$ cat src/rtl/ps2_pkg.sv
`default_nettype none
// ============================================================================
// Module   : ps2_pkg
// Brief    : Shared types and constants for the PS/2 host transmitter and
//            the keyboard receiver that sits next to it.
// Revision : 1.0  initial release
// ============================================================================
package ps2_pkg;

  // Transmitter sequencing states
  typedef enum logic [2:0] {
    ST_IDLE    = 3'd0,
    ST_INHIBIT = 3'd1,
    ST_RTS     = 3'd2,
    ST_BITS    = 3'd3,
    ST_ACK     = 3'd4,
    ST_WAIT    = 3'd5
  } state_e;

  // Host-to-keyboard commands
  localparam logic [7:0] CMD_LEDS   = 8'hED;
  localparam logic [7:0] CMD_RESET  = 8'hFF;
  localparam logic [7:0] CMD_ENABLE = 8'hF4;

  // Keyboard replies
  localparam logic [7:0] REP_ACK    = 8'hFA;
  localparam logic [7:0] REP_RESEND = 8'hFE;

  // PS/2 frames carry odd parity: the parity bit makes the total count of ones odd
  function automatic logic odd_parity(input logic [7:0] b);
    return ~^b;
  endfunction

endpackage
`default_nettype wire

$ cat src/rtl/ps2_filter.sv
`default_nettype none
// ============================================================================
// Module   : ps2_filter
// Brief    : 8-sample glitch filter on a PS/2 line with a falling-edge
//            strobe. The filtered level only changes once eight consecutive
//            ce samples agree.
// Revision : 1.0  initial release
// ============================================================================
module ps2_filter (
  input  logic clock,
  input  logic reset,
  input  logic ce_i,
  input  logic line_i,
  output logic level_o,
  output logic fall_o
);

  logic [7:0] sh_q, sh_d;
  logic       level_q, level_d;

  // Next shift contents and the filtered level they imply
  always_comb begin
    sh_d    = {sh_q[6:0], line_i};
    level_d = level_q;
    if (sh_d == 8'hFF) begin
      level_d = 1'b1;
    end else if (sh_d == 8'h00) begin
      level_d = 1'b0;
    end
  end

  // Sample history and filtered level advance only on ce
  always_ff @(posedge clock) begin
    if (reset) begin
      sh_q    <= 8'hFF;
      level_q <= 1'b1;
    end else if (ce_i) begin
      sh_q    <= sh_d;
      level_q <= level_d;
    end
  end

  assign level_o = level_q;
  // Strobe in the same tick the filtered level is committed low
  assign fall_o  = ce_i & level_q & ~level_d;

endmodule
`default_nettype wire

$ cat src/rtl/ps2_tx.sv
`default_nettype none
// ============================================================================
// Module   : ps2_tx
// Brief    : PS/2 host-to-device transmitter. Inhibits the bus, issues
//            request-to-send, shifts data/parity/stop on device clock falls,
//            checks the device acknowledge and reports done or error.
// Revision : 1.0  initial release
// ============================================================================
module ps2_tx
  import ps2_pkg::*;
#(
  parameter int INHIBIT = 400,
  parameter int TIMEOUT = 60000
) (
  input  logic       clock,
  input  logic       reset,
  input  logic       ce,
  input  logic [1:0] ps2,
  input  logic       txStrb,
  input  logic [7:0] txData,
  output logic       ps2ClkOe,
  output logic       ps2DatOe,
  output logic       txBusy,
  output logic       txDone,
  output logic       txErr
);

  localparam int IW = (INHIBIT > 1) ? $clog2(INHIBIT) : 1;
  localparam int TW = (TIMEOUT > 1) ? $clog2(TIMEOUT) : 1;
  // Counters hold "ticks already elapsed"; the limit is hit on the tick that
  // would make the elapsed count equal the parameter.
  localparam logic [IW-1:0] INH_LAST = IW'(INHIBIT - 1);
  localparam logic [TW-1:0] TMO_LAST = TW'(TIMEOUT - 1);

  state_e        state_q, state_d;
  logic [7:0]    data_q, data_d;
  logic          par_q, par_d;
  logic [3:0]    bit_q, bit_d;
  logic [IW-1:0] inh_q, inh_d;
  logic [TW-1:0] tmo_q, tmo_d;
  logic          clkoe_q, clkoe_d;
  logic          datoe_q, datoe_d;
  logic          busy_q, busy_d;
  logic          done_q, done_d;
  logic          err_q, err_d;
  logic          din_q, din_d;

  logic          w_level;
  logic          w_fall;
  logic          w_tmo_hit;

  ps2_filter u_clk_filter (
    .clock   (clock),
    .reset   (reset),
    .ce_i    (ce),
    .line_i  (ps2[0]),
    .level_o (w_level),
    .fall_o  (w_fall)
  );

  assign w_tmo_hit = (tmo_q == TMO_LAST);

  // Next-state, counters and line drive; everything holds when ce is low
  always_comb begin
    state_d = state_q;
    data_d  = data_q;
    par_d   = par_q;
    bit_d   = bit_q;
    inh_d   = inh_q;
    tmo_d   = tmo_q;
    clkoe_d = clkoe_q;
    datoe_d = datoe_q;
    busy_d  = busy_q;
    done_d  = done_q & ~ce;
    err_d   = err_q & ~ce;
    din_d   = ce ? ps2[1] : din_q;

    if (ce) begin
      case (state_q)
        ST_IDLE: begin
          if (txStrb) begin
            data_d  = txData;
            par_d   = odd_parity(txData);
            inh_d   = '0;
            tmo_d   = '0;
            clkoe_d = 1'b1;
            busy_d  = 1'b1;
            state_d = ST_INHIBIT;
          end
        end

        ST_INHIBIT: begin
          if (inh_q == INH_LAST) begin
            datoe_d = 1'b1;
            state_d = ST_RTS;
          end else begin
            inh_d = inh_q + IW'(1);
          end
        end

        default: begin
          // Timeout takes priority over any edge seen in the same tick
          if (w_tmo_hit) begin
            clkoe_d = 1'b0;
            datoe_d = 1'b0;
            busy_d  = 1'b0;
            err_d   = 1'b1;
            state_d = ST_IDLE;
          end else begin
            if (tmo_q != '1) begin
              tmo_d = tmo_q + TW'(1);
            end
            case (state_q)
              ST_RTS: begin
                clkoe_d = 1'b0;
                bit_d   = 4'd0;
                tmo_d   = '0;
                state_d = ST_BITS;
              end
              ST_BITS: begin
                if (w_fall) begin
                  tmo_d = '0;
                  bit_d = bit_q + 4'd1;
                  if (bit_q < 4'd8) begin
                    datoe_d = ~data_q[bit_q[2:0]];
                  end else if (bit_q == 4'd8) begin
                    datoe_d = ~par_q;
                  end else begin
                    datoe_d = 1'b0;
                    state_d = ST_ACK;
                  end
                end
              end
              ST_ACK: begin
                if (w_fall) begin
                  if (!din_q) begin
                    state_d = ST_WAIT;
                  end else begin
                    busy_d  = 1'b0;
                    err_d   = 1'b1;
                    state_d = ST_IDLE;
                  end
                end
              end
              ST_WAIT: begin
                if (w_level && din_q) begin
                  busy_d  = 1'b0;
                  done_d  = 1'b1;
                  state_d = ST_IDLE;
                end
              end
              default: begin
                state_d = ST_IDLE;
              end
            endcase
          end
        end
      endcase
    end
  end

  // State and datapath registers; reset releases the lines regardless of ce
  always_ff @(posedge clock) begin
    if (reset) begin
      state_q <= ST_IDLE;
      data_q  <= 8'h00;
      par_q   <= 1'b0;
      bit_q   <= 4'd0;
      inh_q   <= '0;
      tmo_q   <= '0;
      clkoe_q <= 1'b0;
      datoe_q <= 1'b0;
      busy_q  <= 1'b0;
      done_q  <= 1'b0;
      err_q   <= 1'b0;
      din_q   <= 1'b1;
    end else begin
      state_q <= state_d;
      data_q  <= data_d;
      par_q   <= par_d;
      bit_q   <= bit_d;
      inh_q   <= inh_d;
      tmo_q   <= tmo_d;
      clkoe_q <= clkoe_d;
      datoe_q <= datoe_d;
      busy_q  <= busy_d;
      done_q  <= done_d;
      err_q   <= err_d;
      din_q   <= din_d;
    end
  end

  assign ps2ClkOe = clkoe_q;
  assign ps2DatOe = datoe_q;
  assign txBusy   = busy_q;
  assign txDone   = done_q;
  assign txErr    = err_q;

endmodule
`default_nettype wire

$ cat config.mk
export PLATFORM = sky130hd
export DESIGN_NAME = ps2_tx
export DESIGN_NICKNAME = d
export VERILOG_FILES = /design/src/rtl/ps2_pkg.sv /design/src/rtl/ps2_filter.sv /design/src/rtl/ps2_tx.sv
export SDC_FILE = /design/constraint.sdc
export NUM_CORES = 1
export LEC_CHECK = 0
export ABC_AREA = 1
export ABC_CLOCK_PERIOD_IN_PS = 2400
export BUFFER_PORTS_ARGS = -buffer_cell sky130_fd_sc_hd__clkbuf_2
export CORE_ASPECT_RATIO = 1.4
export CORE_MARGIN = 2
export CORE_UTILIZATION = 40
export CTS_CLUSTER_SIZE = 28
export DETAILED_ROUTE_END_ITERATION = 6
export PLACE_DENSITY = 0.67
export RECOVER_POWER = 50
export SYNTH_ARGS = -nofsm -noshare
export SYNTH_HDL_FRONTEND = slang
export SYNTH_SLANG_ARGS = --single-unit
$ cat constraint.sdc
create_clock -name clock -period 2.4 [get_ports clock]
set_clock_uncertainty 0.2 [all_clocks]
set_input_delay 0.72 -clock clock [delete_from_list [all_inputs] [get_ports clock]]
set_output_delay 0.72 -clock clock [all_outputs]
set_load 0.05 [all_outputs]
# Yosys cells after proc, flatten, opt, wreduce, memory -nomap -nowiden
# Index checks and enable logic that the tools add are counted.
# totals
reg_bits	55
inputBits	14
word_cells	127
# classes
addsub	3
n_lt_le_gt_ge	2
eq_ne	23
mux	54
bitwise	12
reduce_logical	19
# op_table
operator	count
$mux 16	4
$pmux 16 s2	2
$mux 1	27
$mux 3	9
$mux 9	2
$pmux 9 s2	1
$add 16x1->16 const B	1
$eq 16x16->1 const B	1
$ne 16x16->1 const B	1
$pmux 3 s4	1
$reduce_and 4->1	3
$ne 5x4->1 const B	2
$ne 5x5->1 const B	2
$reduce_and 5->1	2
$add 9x1->9 const B	1
$eq 9x9->1 const B	1
$reduce_bool 3->1	3
$eq 8x8->1 const B	1
$logic_not 8->1	1
$ne 4x3->1 const B	2
$not 1->1	8
$pmux 1 s2	4
$pmux 4 s2	1
$reduce_and 8->1	1
23 further kinds	32

# Logic depth before layout (Yosys ltp)
# depth
depth_word	10
ltp_mapped	13
mapped_depth_nobuf	13

# Cells and area by module
# Synthesis repeated with hierarchy kept, for this count alone.
# hier_totals
hier_cells	490
hier_area_um2	3300.7
# modules_own_cells
mod	instances	cells_per_inst	area_per_inst_um2	seq_area_each_um2
ps2_tx	1	437	2946.6	940.9
ps2_filter	1	53	354.1	160.2

# Worst setup path before layout
# Ideal clock, no wire load.
# synth_path
path_kind	input -> register
startpoint	input port ps2[0]
endpoint	register tmo_q[8]
setup_ps	128
t_arrival_ps	1566
path_slack_ps	507
cell_stages	10
cell_sequence	nor2_1 > nand2_1 > nor2_1 > nand4_1 > nand2_1 > nand2_2 > nand2_4 > nand2_4 > nand3_1 > nor2_1
# synth_between
elab_chain_len	9
elab_cells_between_ends	10
classes_between	1 x eq/ne; 6 x mux; 2 x bitwise; 1 x reduce/logical
# synth_lines
element	line	rtl
start: declaration	ps2_tx.sv:18	input logic [1:0] ps2,
$logic_not 8->1	ps2_filter.sv:27	end else if (sh_d == 8'h00) begin
$mux 1	ps2_filter.sv:27	
$mux 1 *	ps2_filter.sv:25	if (sh_d == 8'hFF) begin
$not 1->1 *	ps2_filter.sv:45	assign fall_o = ce_i & level_q & ~level_d;
$and 1x1->1 *	ps2_filter.sv:45	
$mux 16 *	ps2_tx.sv:121	if (w_fall) begin
$pmux 16 s2 *	ps2_tx.sv:113	case (state_q)
$mux 16 *	ps2_tx.sv:103	if (w_tmo_hit) begin
$pmux 16 s2 *	ps2_tx.sv:79	case (state_q)
end signal: assignment	ps2_tx.sv:183	tmo_q <= tmo_d;
end: declaration	ps2_tx.sv:40	logic [TW-1:0] tmo_q, tmo_d;
# Mark *: on every way between the ends. The rest lies on a longest branch, timed or not. The select of a mux whose other input is x is not followed.
# A chain may end at the register's enable or synchronous reset.

# Final worst setup path
# layout_path
startpoint	register inh_q[0]
endpoint	register inh_q[7]
# layout_between
elab_chain_len	3
elab_cells_between_ends	6
classes_between	1 x add/sub; 2 x eq/ne; 2 x mux; 1 x reduce/logical
# layout_lines
element	line	rtl
start: declaration	ps2_tx.sv:39	logic [IW-1:0] inh_q, inh_d;
start signal: assignment	ps2_tx.sv:182	inh_q <= inh_d;
$add 9x1->9 or $eq 9x9->1 (tied branches)	ps2_tx.sv:97, ps2_tx.sv:93	
$mux 9 or $ne 2x2->1 (tied branches)	--	
$pmux 9 s2 or $reduce_and 4->1 (tied branches)	--	
# Several ways; a longest one is shown, not always the timed one. The select of a mux whose other input is x is not followed.

==> flow_metrics.env <==
export IMPL_slowest_stage="dfxtp_1"
export IMPL_drv_slew=0
export IMPL_max_cap_viol_count=0
export IMPL_cpPeakStageDelay_ns=0.40
export IMPL_place_area_um2=3460
export IMPL_path_max_fanout=11
export IMPL_gp_congestion=0.903
export IMPL_area_growth_pct=10.3
export IMPL_start_util_pct=40.6
export IMPL_post_cts_resized=0
export IMPL_die_area_um2=8930
export IMPL_cp_top_family="simple AND/OR/NAND/NOR gates"
export IMPL_syn_inst=504
export IMPL_setup_viol=0
export IMPL_netlist_area_um2=3270
export IMPL_ctsHoldBuffers=0
export IMPL_routed_wl_um=7500
export IMPL_min_period_over_period_pct=89.0
export IMPL_syn_nets=522
export IMPL_antenna_cells=0
export IMPL_crit_type="reg -> reg"
export IMPL_num_io_pins=19
export IMPL_outcome="completed"
export IMPL_crit_buf_inv=2
export IMPL_htree_levels=2
export IMPL_period_minus_slack_ns=2.14
export IMPL_vias=3138
export IMPL_placed_cells=617
export IMPL_drc=0
export IMPL_critical_path_cell_chain="ha_1 > nand2_1 > nor2_1 > nand4_1 > nand2_2 > clkinv_1 > nand2_1 > nand2_2 > inv_2 > nand2_1 > a21oi_1"
export IMPL_synth_area_top_cells="dfxtp_1, nand2_1, a21oi_1, nand3_1, nor2_1"
export IMPL_viasPerCell=5.02
export IMPL_clock_root_buffer="clkbuf_16"
export IMPL_ys_ff_latch=55
export IMPL_hold_viol=0
export IMPL_yosysSeqAreaShare_pct=33.7
export IMPL_post_route_cells_drive_above_1_share_pct=9.56
export IMPL_yosysWarnings=0
export IMPL_avgSynthCellArea_um2=6.49
export IMPL_tns_ns=0
export IMPL_grt_util_all_layers_pct=17.6
export IMPL_synthDominantCellAreaShare_pct=33.7
export IMPL_synth_largest_area_cell="dfxtp_1"
export IMPL_ant_nets=0
export IMPL_routedWlPerCell_um=12.0
export IMPL_antenna_found_initial=0
export IMPL_cp_common_cell="nand2_1"
export IMPL_clk_path_buf_depth=2
export IMPL_arrival_ns=2.15
export IMPL_crit_path_start_kind="flop"
export IMPL_relSlewSlack_pct=21.3
export IMPL_max_freq_mhz=468
export IMPL_clk_latency_ns=0.29
export IMPL_grt_pass1_vias=2875
export IMPL_cts_made_buffers=5
export IMPL_clock_sinks=55
export IMPL_finalNonFillerCells=625
export IMPL_core_region_area_um2=8050
export IMPL_tightestPinTransition_ns=1.18
export IMPL_peakVddDrop_v=0.000447
export IMPL_grt_pass1_wl_um=12800
export IMPL_chipWidth_um=80.4
export IMPL_rsz0062_at_grt="false"
export IMPL_grt_max_degree=26
export IMPL_firstDrtPassIters=4
export IMPL_die_h_um=111
export IMPL_required_ns=2.41
export IMPL_synth_distinct_cells=33
export IMPL_fin_ws_ns=0.264
export IMPL_overflow=0
export IMPL_clk_pin_slew_ns=0.07
export IMPL_place_ws_ns=0.168
export IMPL_post_dp_hpwl_um=5600
export IMPL_fin_util_pct=44.8
export IMPL_post_cts_repair_setup_buffers=0
export IMPL_power_density_nw_per_um2=899
export IMPL_hp_class="reg -> reg"
export IMPL_cts_tree="done"
export IMPL_io_buffers=18
export IMPL_rows=39
export IMPL_drtIter0Drc=117
export IMPL_final_area_um2=3610
export IMPL_end_kind="flop"
export IMPL_layout_nets=540
export IMPL_p_leak_nw=1.41
## synthesized netlist by cell type
library cell and instances:
nor2_1 59, o21ai_0 26, nor2_2 5, inv_1 49, o211ai_1 3, nor3_1 6, and2_1 1, o21ai_1 2
nand2_4 5, or2_2 1, o21a_1 1, nor3_4 1, nand4_1 11, nor2_4 2, buf_6 2, buf_2 1
nand3_1 45, dfxtp_1 55, a41oi_1 1, ha_1 4, xor2_1 9, buf_4 1, nor3_2 1, a21oi_1 48
o21bai_1 1, clkbuf_1 8, nand2_2 6, xnor2_1 7, inv_2 6, nor2_8 1, nand3_2 3, clkinv_1 1
nand2_1 132
## metrics by stage
step                      power (mW)  hold WS [ns]
after floorplan                 2.19         0.229
after global placement          2.41         0.242
after CTS                       3.26         0.258
after detailed placement        2.43         0.246
final                           3.24         0.256
after global routing            3.45         0.282
## cell type report
type,instances,area (um^2)
fillers,845,4440
multi-input cells,381,1890
flip-flops and latches,55,1100
inverters,56,210
clock buffers,6,129
well taps,102,128
repair buffers,23,109
clock inverters,2,38.8
## report_power, final
group | internal, mW | total, mW | switching [mW]
logic | 0.368 | 1.24 | 0.874
clock network | 0.497 | 0.828 | 0.331
registers | 1.05 | 1.17 | 0.120
## sequential cells by signal, indices dropped and copies added (netlist names), 3 cells and up, named ones only
| name | cells |
|---|---|
| tmo_q | 16 |
| data_q | 8 |
| state_q | 3 |
| u_clk_filter.sh_q | 7 |
| inh_q | 9 |
| bit_q | 4 |
## worst reg2reg max path, cell delays in order, from the launching register on
cell and delay [ns]:
dfxtp_1 0.40, ha_1 0.21, nand2_1 0.08, nor2_1 0.21, nand4_1 0.15, nand2_2 0.10, clkinv_1 0.08, nand2_1 0.10
nand2_2 0.16, inv_2 0.17, nand2_1 0.07, a21oi_1 0.12
## cells in the final DEF (no fill, tap or decap), types with 2 or more instances in the layout
cell and count:
nand2_1 132, nor2_1 60, dfxtp_1 55, inv_1 50, a21oi_1 48, nand3_1 45
o21ai_0 26, clkbuf_2 12, nand4_1 11, clkbuf_1 10, xor2_1 9, xnor2_1 7
nand2_2 6, nor3_1 6, inv_2 5, nand2_4 5, clkbuf_16 5, nor2_2 4
ha_1 4, nand3_2 3, o211ai_1 3, nor2_4 2, o21ai_1 2, buf_4 2
## path summary, 6_finish.rpt
check                              start                endpoint  slack [ns]  cells past startpoint
setup / recovery   inh_q[0]$_SDFFE_PP0P_   inh_q[7]$_SDFFE_PP0P_        0.26                     11
hold / removal    data_q[1]$_SDFFE_PP0P_  data_q[1]$_SDFFE_PP0P_        0.26                      2
setup reg to reg   inh_q[0]$_SDFFE_PP0P_   inh_q[7]$_SDFFE_PP0P_        0.26                     11
hold reg to reg   data_q[1]$_SDFFE_PP0P_  data_q[1]$_SDFFE_PP0P_        0.26                      2
## metal layers
metal | up-vias | share of wire (%) | track usage (%)
li1 | 1662 | - | -
met1 | 1430 | 45 | 22.1
met2 | 32 | 51 | 30.3
met3 | 14 | 2.3 | 2.44
met4 | 0 | 2.1 | 6.10
met5 | - | 0 | 0
## logic make-up after synthesis
group	count (synthesis)	synth area share (%)
AO/OA/AOI/OAI	82	13.0
XOR/XNOR	16	4.28
adder cells (fa/ha/maj)	4	1.53
buffers and inverters	68	8.42
flip-flops	55	33.7
AND/OR/NAND/NOR	279	39.1
(Power assumes the default switching activity.)
